--- src/rtl/fifo_reader.sv ---
// FIFO read-side master with a small skid buffer feeding a valid/ready stream.
// Optional statistics counters are built when FIFO_READER_STATS_EN is defined.
module fifo_reader #(
  parameter int WIDTH      = 32,
  parameter int SKID_DEPTH = 2,
  parameter int CNT_WIDTH  = 16
) (
  input  logic                 clock,
  input  logic                 reset,
  input  logic                 flush,
  output logic                 fifo_rd_en,
  input  logic                 fifo_rd_valid,
  input  logic [WIDTH-1:0]     fifo_rd_data,
  output logic                 out_valid,
  output logic [WIDTH-1:0]     out_data,
  input  logic                 out_ready,
  output logic [CNT_WIDTH-1:0] pop_count,
  output logic [CNT_WIDTH-1:0] empty_stall_cnt
);

  localparam int PW = (SKID_DEPTH > 1) ? $clog2(SKID_DEPTH) : 1;
  localparam int CW = $clog2(SKID_DEPTH + 1);

  logic [WIDTH-1:0] entry [SKID_DEPTH];
  logic [PW-1:0]    head;
  logic [PW-1:0]    tail;
  logic [CW-1:0]    count;
  logic             push;
  logic             pop;

  function automatic logic [PW-1:0] ptr_inc(input logic [PW-1:0] p);
    return (p == PW'(SKID_DEPTH - 1)) ? '0 : p + 1'b1;
  endfunction

  // rd_en depends only on state and flush, keeping out_ready off the FIFO path
  assign fifo_rd_en = !flush && (count != CW'(SKID_DEPTH));
  assign push       = fifo_rd_en && fifo_rd_valid;
  assign out_valid  = (count != '0) && !flush;
  assign out_data   = entry[head];
  assign pop        = out_valid && out_ready;

  always_ff @(posedge clock) begin
    if (reset || flush) begin
      count <= '0;
      head  <= '0;
      tail  <= '0;
    end else begin
      count <= count + CW'(push) - CW'(pop);
      if (push) tail <= ptr_inc(tail);
      if (pop)  head <= ptr_inc(head);
    end
  end

  always_ff @(posedge clock) begin
    if (push) entry[tail] <= fifo_rd_data;
  end

`ifdef FIFO_READER_STATS_EN
  logic [CNT_WIDTH-1:0] pop_q;
  logic [CNT_WIDTH-1:0] stall_q;

  always_ff @(posedge clock) begin
    if (reset) begin
      pop_q   <= '0;
      stall_q <= '0;
    end else begin
      if (pop && (pop_q != '1))
        pop_q <= pop_q + 1'b1;
      if (fifo_rd_en && !fifo_rd_valid && (stall_q != '1))
        stall_q <= stall_q + 1'b1;
    end
  end

  assign pop_count       = pop_q;
  assign empty_stall_cnt = stall_q;
`else
  assign pop_count       = '0;
  assign empty_stall_cnt = '0;
`endif

endmodule
--- config.mk ---
export PLATFORM = sky130hd
export DESIGN_NAME = fifo_reader
export DESIGN_NICKNAME = d
export VERILOG_FILES = /design/src/rtl/fifo_reader.sv
export SDC_FILE = /design/constraint.sdc
export NUM_CORES = 1
export LEC_CHECK = 0
export CORE_AREA = 3 3 81 83
export DETAILED_ROUTE_END_ITERATION = 8
export DIE_AREA = 0 0 84 86
export GPL_ROUTABILITY_DRIVEN = 0
export PLACE_DENSITY = 0.84
export SLEW_MARGIN = 20
export SYNTH_ARGS = -nofsm -noshare
export SYNTH_HDL_FRONTEND = slang
export SYNTH_SLANG_ARGS = --single-unit
--- constraint.sdc ---
create_clock -name clock -period 4.3 [get_ports clock]
set_clock_uncertainty 0.15 [all_clocks]
set_input_delay 0.645 -clock clock [delete_from_list [all_inputs] [get_ports clock]]
set_output_delay 0.645 -clock clock [all_outputs]
set_load 0.05 [all_outputs]
==> results by stage, run 1 <==
CTS:
- The deepest clock path buffer count is 2.
- The quantity of hold-fixing buffers added after cts is 0.
- The clock tree from TritonCTS is done.
- Counting every sink on the clock net gives 69.
- The total CTS buffers is 9.
- The clock latency at the later pin of the worst-skew pair is 0.33 ns.
- The clock slew seen by the registers of the worst setup and hold paths is 0.07 ns.
- Post-CTS timing repair inserted 0 buffers for setup.
- The number of resized instances in the post-cts repair step is 0.
- The cell at the root of the clock tree is clkbuf_8.
- The CTS H-tree depth is 3.

STA:
- Adding up every negative setup slack in the final design gives 0 ns.
- The worst slew margin relative to its limit is between 30% and 40%.
- The final critical path time including I/O delays and setup is ~3.1 ns.
- Setup repair after global routing left no endpoint under its margin.
- The final count of pins violating max slew is 0.
- The part of the cycle the worst path needs is 71.9%.
- The slew at the pin closest to its max-slew limit is between 0.9 and 1 ns.
- Final hold analysis gives a worst-case slack of 0.413 ns.
- Setup violations remaining at the end of the flow were counted as 0.
- The maximum clock frequency is 323 MHz.
- The final-report hold violation count is 0.

Detailed routing:
- In the routed design, unresolved DRC markers number 0.
- The number of violations reported at the end of detailed-routing iteration 0 is 67.
- Dividing the detail-routed via count by the number of cells gives 4.56.
- The total via count after detailed routing is 1450.
- The count of nets left with antenna violations after detail routing is 0.
- The pre-antenna-repair detailed-routing pass consisted of 3 iterations.
- In the final routed layout, each cell accounts on average for ~14 um.
- For this block, the routed nets add up to 4560 um of wire.

Cells and area:
- The area growth from synthesis to layout is 30.5%.
- The count of non-filler cells in the finished layout is between 300 and 400.
- The count of nets after finishing is 277.
- The library cell used most frequently in the layout, excluding fill and tap cells, is clkdlybuf4s50_1.
- The top cell types in the final layout, fill and taps aside, are clkdlybuf4s50_1, edfxtp_1, mux2_1, conb_1, clkbuf_8.
- The repair_antennas step left the layout with diodes totalling 0.
- Cells fill 62.4% of the core in the end.
- The post-route netlist has 8.64% of its cells at a drive strength greater than 1.

Power and ir drop:
- The total internal power is 1.15 mW.
- The reported leakage power is 1.32 nW.
- The power density of the placed cells is roughly 420 nW/um^2.
- The worst voltage drop across the vdd grid is 0.233 mV.
- The clock network power share is a little under two fifths.
- The part of the total power dissipated in combinational logic is 13.9%.
- The net switching power is ~0.40 mW.
- The portion of total power attributed to sequential cells is 49.1%.
- In this run switching power makes up between 20% and 30% of total power.

Global route:
- The number of global-route vias before repair came to 1459.
- The remaining global-route overflow is 0.
- The total global routing track utilization is 13.0%.
- The first global-routing pass estimated slightly above 7000 um of wire.
- The number of antenna violations at the first check in global routing came to 0.
- The pin count of the biggest net entering global routing is 33.

Synthesis:
- The most area-hungry cell type in the Yosys netlist is edfxtp_1.
- After synthesis the netlist holds a flip-flop and latch count of 69.
- The share of synthesized area occupied by flip-flops and latches is 71.3%.
- Dividing the synthesized area by the synthesized cell count gives 17.5 um^2.
- The post-synthesis cell count is about 160.
- The area share of the leading cell type in the synthesized netlist is 67.8%.
- Yosys mapped the design onto 21 distinct sky130hd cell types.
- During synthesis, Yosys emitted a total of 0 warnings.
- The synthesized netlist occupies a cell area of 2830 um^2.
- Ranked by total cell area, the synthesized netlist is headed by edfxtp_1, mux2_1, buf_4.

Setup path:
- The largest single stage delay on the critical path is around 0.83 ns.
- The buffer and inverter count on the worst path is 1.
- The family with the most delay on the worst path is flip-flops.
- The worst setup path is launched from a flip-flop.
- The maximum fanout along the worst path is 32.
- The data required time at the worst endpoint is 3.50 ns.
- The critical path is of the reg2out type.
- The slowest stage of the critical path is the dfxtp_2 cell.
- STA classifies the critical path endpoint as an output port.
- Traced cell by cell, the critical path runs through mux2_1 > clkdlybuf4s50_1.
- For the worst setup path, the data arrival time is 2.30 ns.

Placed design:
- The count of input and output buffers is 70.
- Including well taps, the total number of placed cells is just over 300.
- The half-perimeter wire length after detailed placement is a little over 3000 um.

Floorplan:
- From left edge to right edge, the die measures ~84 um.
- In this run the vertical extent of the chip is about 86 um.
- The floorplan has 28 rows.
- Pin placement for this block handled 103 I/O pins.
- The core outline area is 5920 um^2.
- The initial utilization of the core area, before any placement, comes to a little under half.
- The die covers 7220 um^2.

Outcome:
- The run finished with clean final reports.

Flow run:
- Max-cap violations in this run came to 0.

Hold path:
- The min-delay analysis places its worst path in the category reg2reg.
## cells in the mapped netlist
library cell   n
xnor2_1        2
xor2_1         1
and2_1         3
buf_6          3
and3_1         1
inv_1          2
o211ai_1       1
or3_4          1
o31ai_2        1
or3_1          1
edfxtp_1      64
dfxtp_1        5
buf_2          1
ha_1           2
o21ai_1        1
mux2_1        32
buf_4         32
nor2b_4        1
conb_1         1
nor2_1         5
nor3_1         2
## cell type report
class / count / area (um^2)
clock inverters: 7 / 97.6
inverters: 2 / 7.51
clock buffers: 9 / 124
fillers: 449 / 2220
well taps: 75 / 93.8
multi-input cells: 86 / 651
repair buffers: 70 / 701
flip-flops and latches: 69 / 2020
## stage by stage
step,total power [mW],area (um^2),setup slack [ns]
2_1_floorplan,0.940,2950,1.30
6_report,1.55,3700,1.21
5_1_grt,1.61,3700,1.07
3_5_place_dp,0.992,3480,1.32
3_3_place_gp,0.988,3480,1.33
4_1_cts,1.57,3700,1.14
## power groups by stage
stage	Clock [mW]	Sequential, mW	Combinational, mW
after floorplan	0	0.774	0.166
after global placement	0	0.776	0.213
after detailed placement	0	0.777	0.215
after CTS	0.590	0.762	0.216
after global routing	0.623	0.763	0.224
final	0.574	0.762	0.215
## layer usage
metal  share of wire (%)  wire length [um]  GRT usage (%)  vias up
li1                    -                 -              -      686
met1                  41              1880           15.0      694
met2                  51              2320           21.9       63
met3                 6.3               285           4.42        7
met4                 1.5                68           6.58        0
met5                   0                 0              0        -
## tightest hold or removal path, cell delays in order (launching register included)
cell and delay, ns:
dfxtp_1 0.33, xor2_1 0.08, nor3_1 0.11
## kinds of logic after synthesis
family                     synth area share [%]
and+or+nand+nor                            3.00
adders and majority gates                 0.883
other                                     0.132
buffers and inverters                      10.1
xor gates and xnor gates                  0.927
AOI/OAI and AO/OA                         0.883
DFF                                        71.3
muxes                                      12.7
## flip-flops by register name, indices dropped and copies added (netlist names), named ones only
register	count
tail	1
entry	64
count	2
head	1
## final timing paths
| kind | startpoint | cells past startpoint | to | slack [ns] |
|---|---|---|---|---|
| worst max register to register | count[0] | 3 | entry[0][3] | 2.19 |
| worst max-delay path | flip-flop | 2 | out_data[16] | 1.21 |
| worst min register to register | head | 2 | head | 0.41 |
| worst min-delay path | head | 2 | head | 0.41 |
(Power assumes the default switching activity.)
==> run 2: changes to the inputs <==
Settings changed: CORE_AREA 3 3 81 83 to 3 3 89 91, DIE_AREA 0 0 84 86 to 0 0 92 94, PLACE_DENSITY 0.84 to 0.74.
Clock period 4.3 ns to 2.6 ns, I/O delays scaled along.
==> results by stage, run 2 (same netlist as run 1, synthesis figures left out) <==
Outcome:
- Run status: finished clean (unchanged).

Cells and area:
- The flip-flop count of the largest register after layout is 64 (unchanged).
- The most common library cell in the layout ignoring fill and taps is edfxtp_1 (was clkdlybuf4s50_1).
- The utilization after layout came to 50.6% (was 62.4%).
- The area of all placed cells without fillers is 3650 um^2 (was 3700 um^2).
- The layout overhead on the synthesized area is 28.9% (was 30.5%).
- Most used cells in the layout excluding fill and tap cells: edfxtp_1, clkdlybuf4s50_1, buf_4, mux2_1, conb_1 (was clkdlybuf4s50_1, edfxtp_1, mux2_1, conb_1, clkbuf_8).
- Leading registers by flop count: entry x64, count x2 (unchanged).
- The number of inserted diodes is 0 (unchanged).
- The count of non-filler cells in the finished layout is 346 (was 318).
- The count of nets after finishing is 281 (was 277).
- The most flop-heavy register is entry (unchanged).
- The share of final-layout standard cells stronger than drive strength 1 is 21.9% (was 8.64%).

Floorplan:
- The height of the die is 94 um (was 86 um).
- The die area was 8650 um^2 (was 7220 um^2).
- The site row count is 31 (was 28).
- The initial core utilization is 39.3% (was 47.9%).
- The number of top-level design ports is 103 (unchanged).
- The die extent in x is 92 um (was 84 um).
- The core outline area is 7210 um^2 (was 5920 um^2).

Setup path:
- The highest cell delay on the worst timing path is 0.51 ns (was 0.83 ns).
- The reg-to-reg critical path startpoint is count[0] (unchanged).
- The path depth of the worst reg2reg path is 8 (was 3).
- The register-to-register setup slack came to 0.59 ns (was 2.19 ns).
- The arrival time at the worst endpoint came to 2.25 ns (was 2.30 ns).
- The critical path startpoint category is a primary input (was flip-flop).
- The maximum fanout along the worst path is 7 (was 32).
- The endpoint of the worst setup timing path is count[1] (was out_data[16]).
- The launch point of the critical path is flush.
- The data required time at the worst endpoint is 2.67 ns (was 3.50 ns).
- The slowest cell on the critical path is clkdlybuf4s50_1 (was dfxtp_2).
- The kind of critical path is in2reg (was reg2out).
- The terminus of the critical flop-to-flop path is count[1] (was entry[0][3]).
- The nature of the critical path endpoint is a flip-flop (was output port).
- Crit-path cells: clkdlybuf4s50_1 > or3_4 > ha_1 > inv_1 > ha_1 > xnor2_1 > xnor2_1 > and2_1 (was mux2_1 > clkdlybuf4s50_1).

Detailed routing:
- The mean routed wirelength per cell came to 13.4 um (was 14.3 um).
- The count of nets left with antenna violations after detail routing is 0 (unchanged).
- The total iterations of the first detailed-routing run is 4 (was 3).
- The via density per instance came to 4.21 (was 4.56).
- The DRC violation count after routing is 0 (unchanged).
- The routed wire length was 4630 um (was 4560 um).
- The number of violations reported at the end of detailed-routing iteration 0 is 26 (was 67).
- The total via count after detailed routing is 1457 (was 1450).

Power and ir drop:
- The worst voltage drop across the vdd grid is 0.289 mV (was 0.233 mV).
- The reported leakage power was 1.35 nW (was 1.32 nW).
- The power density of the placed cells is 656 nW/um^2 (was 419 nW/um^2).
- The total power is 2.40 mW (was 1.55 mW).

STA:
- The final-report hold violation count was 0 (unchanged).
- Dividing the final minimum period by the clock period gives 84.0%.
- The post-route worst hold slack is 0.422 ns (was 0.413 ns).
- The final count of negative-setup-slack endpoints came to 0 (unchanged).
- Setup repair after global routing missed its margin: no (unchanged).
- The final critical path time including I/O delays and setup is 2.18 ns.
- The worst path setup slack after routing is 0.415 ns (was 1.21 ns).
- The final count of pins violating max slew came to 0 (unchanged).
- The maximum clock frequency is 458 MHz.
- The aggregate negative setup slack was 0 ns (unchanged).

Global route:
- The total global routing track utilization came to 10.9% (was 13.0%).
- The number of global-route vias before repair is 1411 (was 1459).
- The number of antenna violations at the first check in global routing is 0 (unchanged).
- The global-route wire length before repair is 6890 um (was 7130 um).
- The remaining global-route overflow is 0 (unchanged).
- The pin count of the biggest net entering global routing is 33 (unchanged).

CTS:
- The deepest clock path buffer count is 2 (unchanged).
- The CTS H-tree depth is 3 (unchanged).
- The cell at the root of the clock tree is clkbuf_8 (unchanged).
- The clock latency at the later pin of the worst-skew pair is 0.32 ns (was 0.33 ns).
- The number of resized instances in the post-cts repair step is 0 (unchanged).
- The clock slew seen by the registers of the worst setup and hold paths is 0.06 ns (was 0.07 ns).
- The quantity of hold-fixing buffers added after cts is 0 (unchanged).
- The number of sinks handled by clock tree synthesis was 69 (unchanged).
- The clock tree from TritonCTS is done (unchanged).
- The number of setup buffers added after CTS came to 0 (unchanged).
- The total CTS buffers is 9 (unchanged).

Placed design:
- The half-perimeter wire length after detailed placement was 3180 um (was 3020 um).
- The placed instance area came to 3480 um^2 (unchanged).
- The worst setup timing slack at the placement stage was 0.0721 ns (was 1.32 ns).
- The cell total after placement is 330 (was 302).
- The count of input and output buffers was 70 (unchanged).

Flow run:
- The count of max-cap constraint violations was 0 (unchanged).

Hold path:
- The worst hold path class is reg2reg (unchanged).
==> run 2: power by group <==
part / switching (mW) / internal, mW
clock network: 0.343 / 0.442
logic: 0.250 / 0.104
registers: 0.00852 / 1.25
==> run 2: layer usage <==
layer,vias to the layer above,share of wire [%],global-route usage [%]
met2,59,52,18.1
met3,10,6.1,3.61
li1,690,-,-
met5,-,0,0
met4,0,2.0,6.68
met1,698,40,12.2
==> run 2: cell type report <==
type | count | area (um^2)
inverter | 2 | 7.51
fill | 630 | 3560
clock buffer | 14 | 143
multi-input combinational | 86 | 651
clock inverter | 2 | 33.8
timing repair buffer | 74 | 671
tap | 99 | 124
sequential | 69 | 2020
==> run 2: how the worst min path moves through the flow <==
stage | start | end | slack, ns | cells after the start
2_1_floorplan | reset | flip-flop | 0.32 | 1
5_1_grt | tail | tail | 0.47 | 2
3_5_place_dp | head | head | 0.40 | 2
4_1_cts | head | head | 0.42 | 2
3_3_place_gp | head | head | 0.40 | 2
6_report | head | head | 0.42 | 2
==> run 2: worst max-delay path, delay by kind of cell <==
| family | cells | cell delay [ns] |
|---|---|---|
| adders and majority gates | 2 | 0.47 |
| buffers and inverters | 2 | 0.55 |
| and+or+nand+nor | 2 | 0.59 |
| xor gates and xnor gates | 2 | 0.25 |
==> run 3: changes to the inputs <==
Clock period 2.6 ns to 1.91 ns, I/O delays scaled along.
==> results by stage, run 3 (same netlist as run 1, synthesis figures left out) <==
Outcome:
- Run status: finished with violations (was finished clean).
- The checks that failed: setup timing.

Cells and area:
- The utilization after layout was 53.5% (was 50.6%).
- The area occupied by registers is 2030 um^2 (was 2020 um^2).
- The share of final-layout standard cells stronger than drive strength 1 is 28.8% (was 21.9%).
- The flip-flop count of the largest register after layout is 64 (unchanged).
- The multi-input logic area came to 697 um^2 (was 651 um^2).
- The most flop-heavy register is entry (unchanged).
- The most common library cell in the layout ignoring fill and taps is edfxtp_1 (unchanged).
- The count of nets after finishing is 292 (was 281).
- Leading registers by flop count: entry x64, count x2 (unchanged).
- The layout overhead on the synthesized area is 36.2% (was 28.9%).
- The fill cell total of the finished layout is 627 (was 630).
- The area of all placed cells without fillers is 3860 um^2 (was 3650 um^2).
- Most used cells in the layout excluding fill and tap cells: edfxtp_1, buf_4, clkdlybuf4s50_1, mux2_1, conb_1 (was edfxtp_1, clkdlybuf4s50_1, buf_4, mux2_1, conb_1).
- The number of inserted diodes is 0 (unchanged).

STA:
- The final count of pins violating max slew came to 0 (unchanged).
- Of the available clock period, the critical path in the final layout requires 101%.
- For this run, the top clock speed supported by timing is 516 MHz.
- The worst path setup slack after routing was -0.0279 ns (was 0.415 ns).
- The final count of negative-setup-slack endpoints is 1 (was 0).
- The post-route worst hold slack came to 0.345 ns (was 0.422 ns).
- The final-report hold violation count is 0 (unchanged).
- Setup repair after global routing missed its margin: yes (was no).
- After layout, the minimum clock period comes to 1.94 ns.

Floorplan:
- The initial core utilization is 39.3% (unchanged).
- The die area is 8650 um^2 (unchanged).
- The site row count came to 31 (unchanged).
- The height of the die is 94 um (unchanged).
- The die extent in x came to 92 um (unchanged).
- The number of top-level design ports is 103 (unchanged).
- The core outline area is 7210 um^2 (unchanged).

Setup path:
- The critical path startpoint category was a flip-flop (was primary input).
- The nature of the critical path endpoint is a flip-flop (unchanged).
- The data required time at the worst endpoint is 1.97 ns (was 2.67 ns).
- The arrival time at the worst endpoint is 2.00 ns (was 2.25 ns).
- The maximum fanout along the worst path is 3 (was 7).
- The register-to-register setup slack came to -0.03 ns (was 0.59 ns).
- The kind of critical path is reg2reg (was in2reg).

CTS:
- The cell at the root of the clock tree is clkbuf_8 (unchanged).
- The total CTS buffers came to 9 (unchanged).
- The clock latency at the later pin of the worst-skew pair is 0.33 ns (was 0.32 ns).
- The deepest clock path buffer count came to 2 (unchanged).
- The quantity of hold-fixing buffers added after cts was 0 (unchanged).
- The clock slew seen by the registers of the worst setup and hold paths is 0.06 ns (about the same).
- The number of sinks handled by clock tree synthesis is 69 (unchanged).
- The CTS H-tree depth is 3 (unchanged).
- The clock tree from TritonCTS was done (unchanged).

Global route:
- The pin count of the biggest net entering global routing is 19 (was 33).
- The remaining global-route overflow came to 0 (unchanged).
- The total global routing track utilization is 11.8% (was 10.9%).
- The busiest layer in global routing was met2 (unchanged).
- The met2 global-route usage is 19.8% (was 18.1%).
- The global-route wire length before repair is 7570 um (was 6890 um).
- The global routing met1 resource utilization was 12.6% (was 12.2%).
- The met3 capacity usage during global routing was 4.33% (was 3.61%).
- The number of global-route vias before repair is 1605 (was 1411).
- The number of antenna violations at the first check in global routing was 0 (unchanged).

Detailed routing:
- The via density per instance is 4.24 (was 4.21).
- The total via count after detailed routing was 1509 (was 1457).
- The count of nets left with antenna violations after detail routing came to 0 (unchanged).
- The routed wire length is 4890 um (was 4630 um).
- The mean routed wirelength per cell is 13.7 um (was 13.4 um).
- The number of violations reported at the end of detailed-routing iteration 0 was 46 (was 26).
- The DRC violation count after routing is 0 (unchanged).
- The total iterations of the first detailed-routing run was 4 (unchanged).

Placed design:
- The count of input and output buffers is 70 (unchanged).
- The half-perimeter wire length after detailed placement was 3350 um (was 3180 um).
- The placed instance area is 3630 um^2 (was 3480 um^2).

Power and ir drop:
- The total power is 3.30 mW (was 2.40 mW).
- The worst voltage drop across the vdd grid is 0.342 mV (was 0.289 mV).
- The reported leakage power came to 1.43 nW (was 1.35 nW).
- The power density of the placed cells was 855 nW/um^2 (was 656 nW/um^2).

Hold path:
- The worst hold path class is in2reg (was reg2reg).

Flow run:
- The count of max-cap constraint violations was 0 (unchanged).
run 3: worst max-delay path, cell delays in order, from the launching register on:
cell and delay [ns]:
dfxtp_2 0.32, nor2b_4 0.12, or3_4 0.38, ha_4 0.28, inv_2 0.04, ha_4 0.15, xnor2_2 0.13, xnor2_1 0.12
and2_1 0.14
run 3: power by group:
group	switching, mW	internal (mW)	total, mW
registers	0.0113	1.70	1.71
clock network	0.472	0.596	1.07
logic	0.352	0.168	0.520
total	0.836	2.46	3.30
run 3: metal layers:
metal | vias up | wire [um]
met5 | - | 0
met2 | 57 | 2610
met1 | 733 | 1870
li1 | 714 | -
met3 | 5 | 343
met4 | 0 | 70
run 3: path summary, 6_finish.rpt:
path / startpoint / depth (start not counted) / to
min reg2reg: head / 2 / head
max reg2reg: count[1] / 8 / count[1]
min: fifo_rd_valid / 4 / tail
max: count[1] / 8 / count[1]
run 3: repair_timing:
item / CTS / global route
cloned: 0 / 0
setup endpoints to repair: 15 / 14
setup buffers: 0 / 1
resized for setup: 5 / 8
pin swaps: 0 / 2
run 3: cell type report:
| type | count | share of cell area, % |
|---|---|---|
| clock inverters | 2 | 0.908 |
| repair buffers | 85 | 21.4 |
| flip-flops and latches | 69 | 52.6 |
| clock buffers | 13 | 3.60 |
| well taps | 99 | 3.21 |
| inverters | 2 | 0.194 |
| multi-input cells | 86 | 18.1 |
run 3: metrics by stage:
stage / setup WS [ns] / setup TNS, ns / std cells
global placement: -0.409 / -8.64 / 340
detailed placement: -0.466 / -9.76 / 340
global route: -0.0910 / -0.0910 / 356
finish: -0.0279 / -0.0279 / 356
CTS: -0.0188 / -0.0188 / 355
floorplan: -0.0200 / -0.0200 / 193
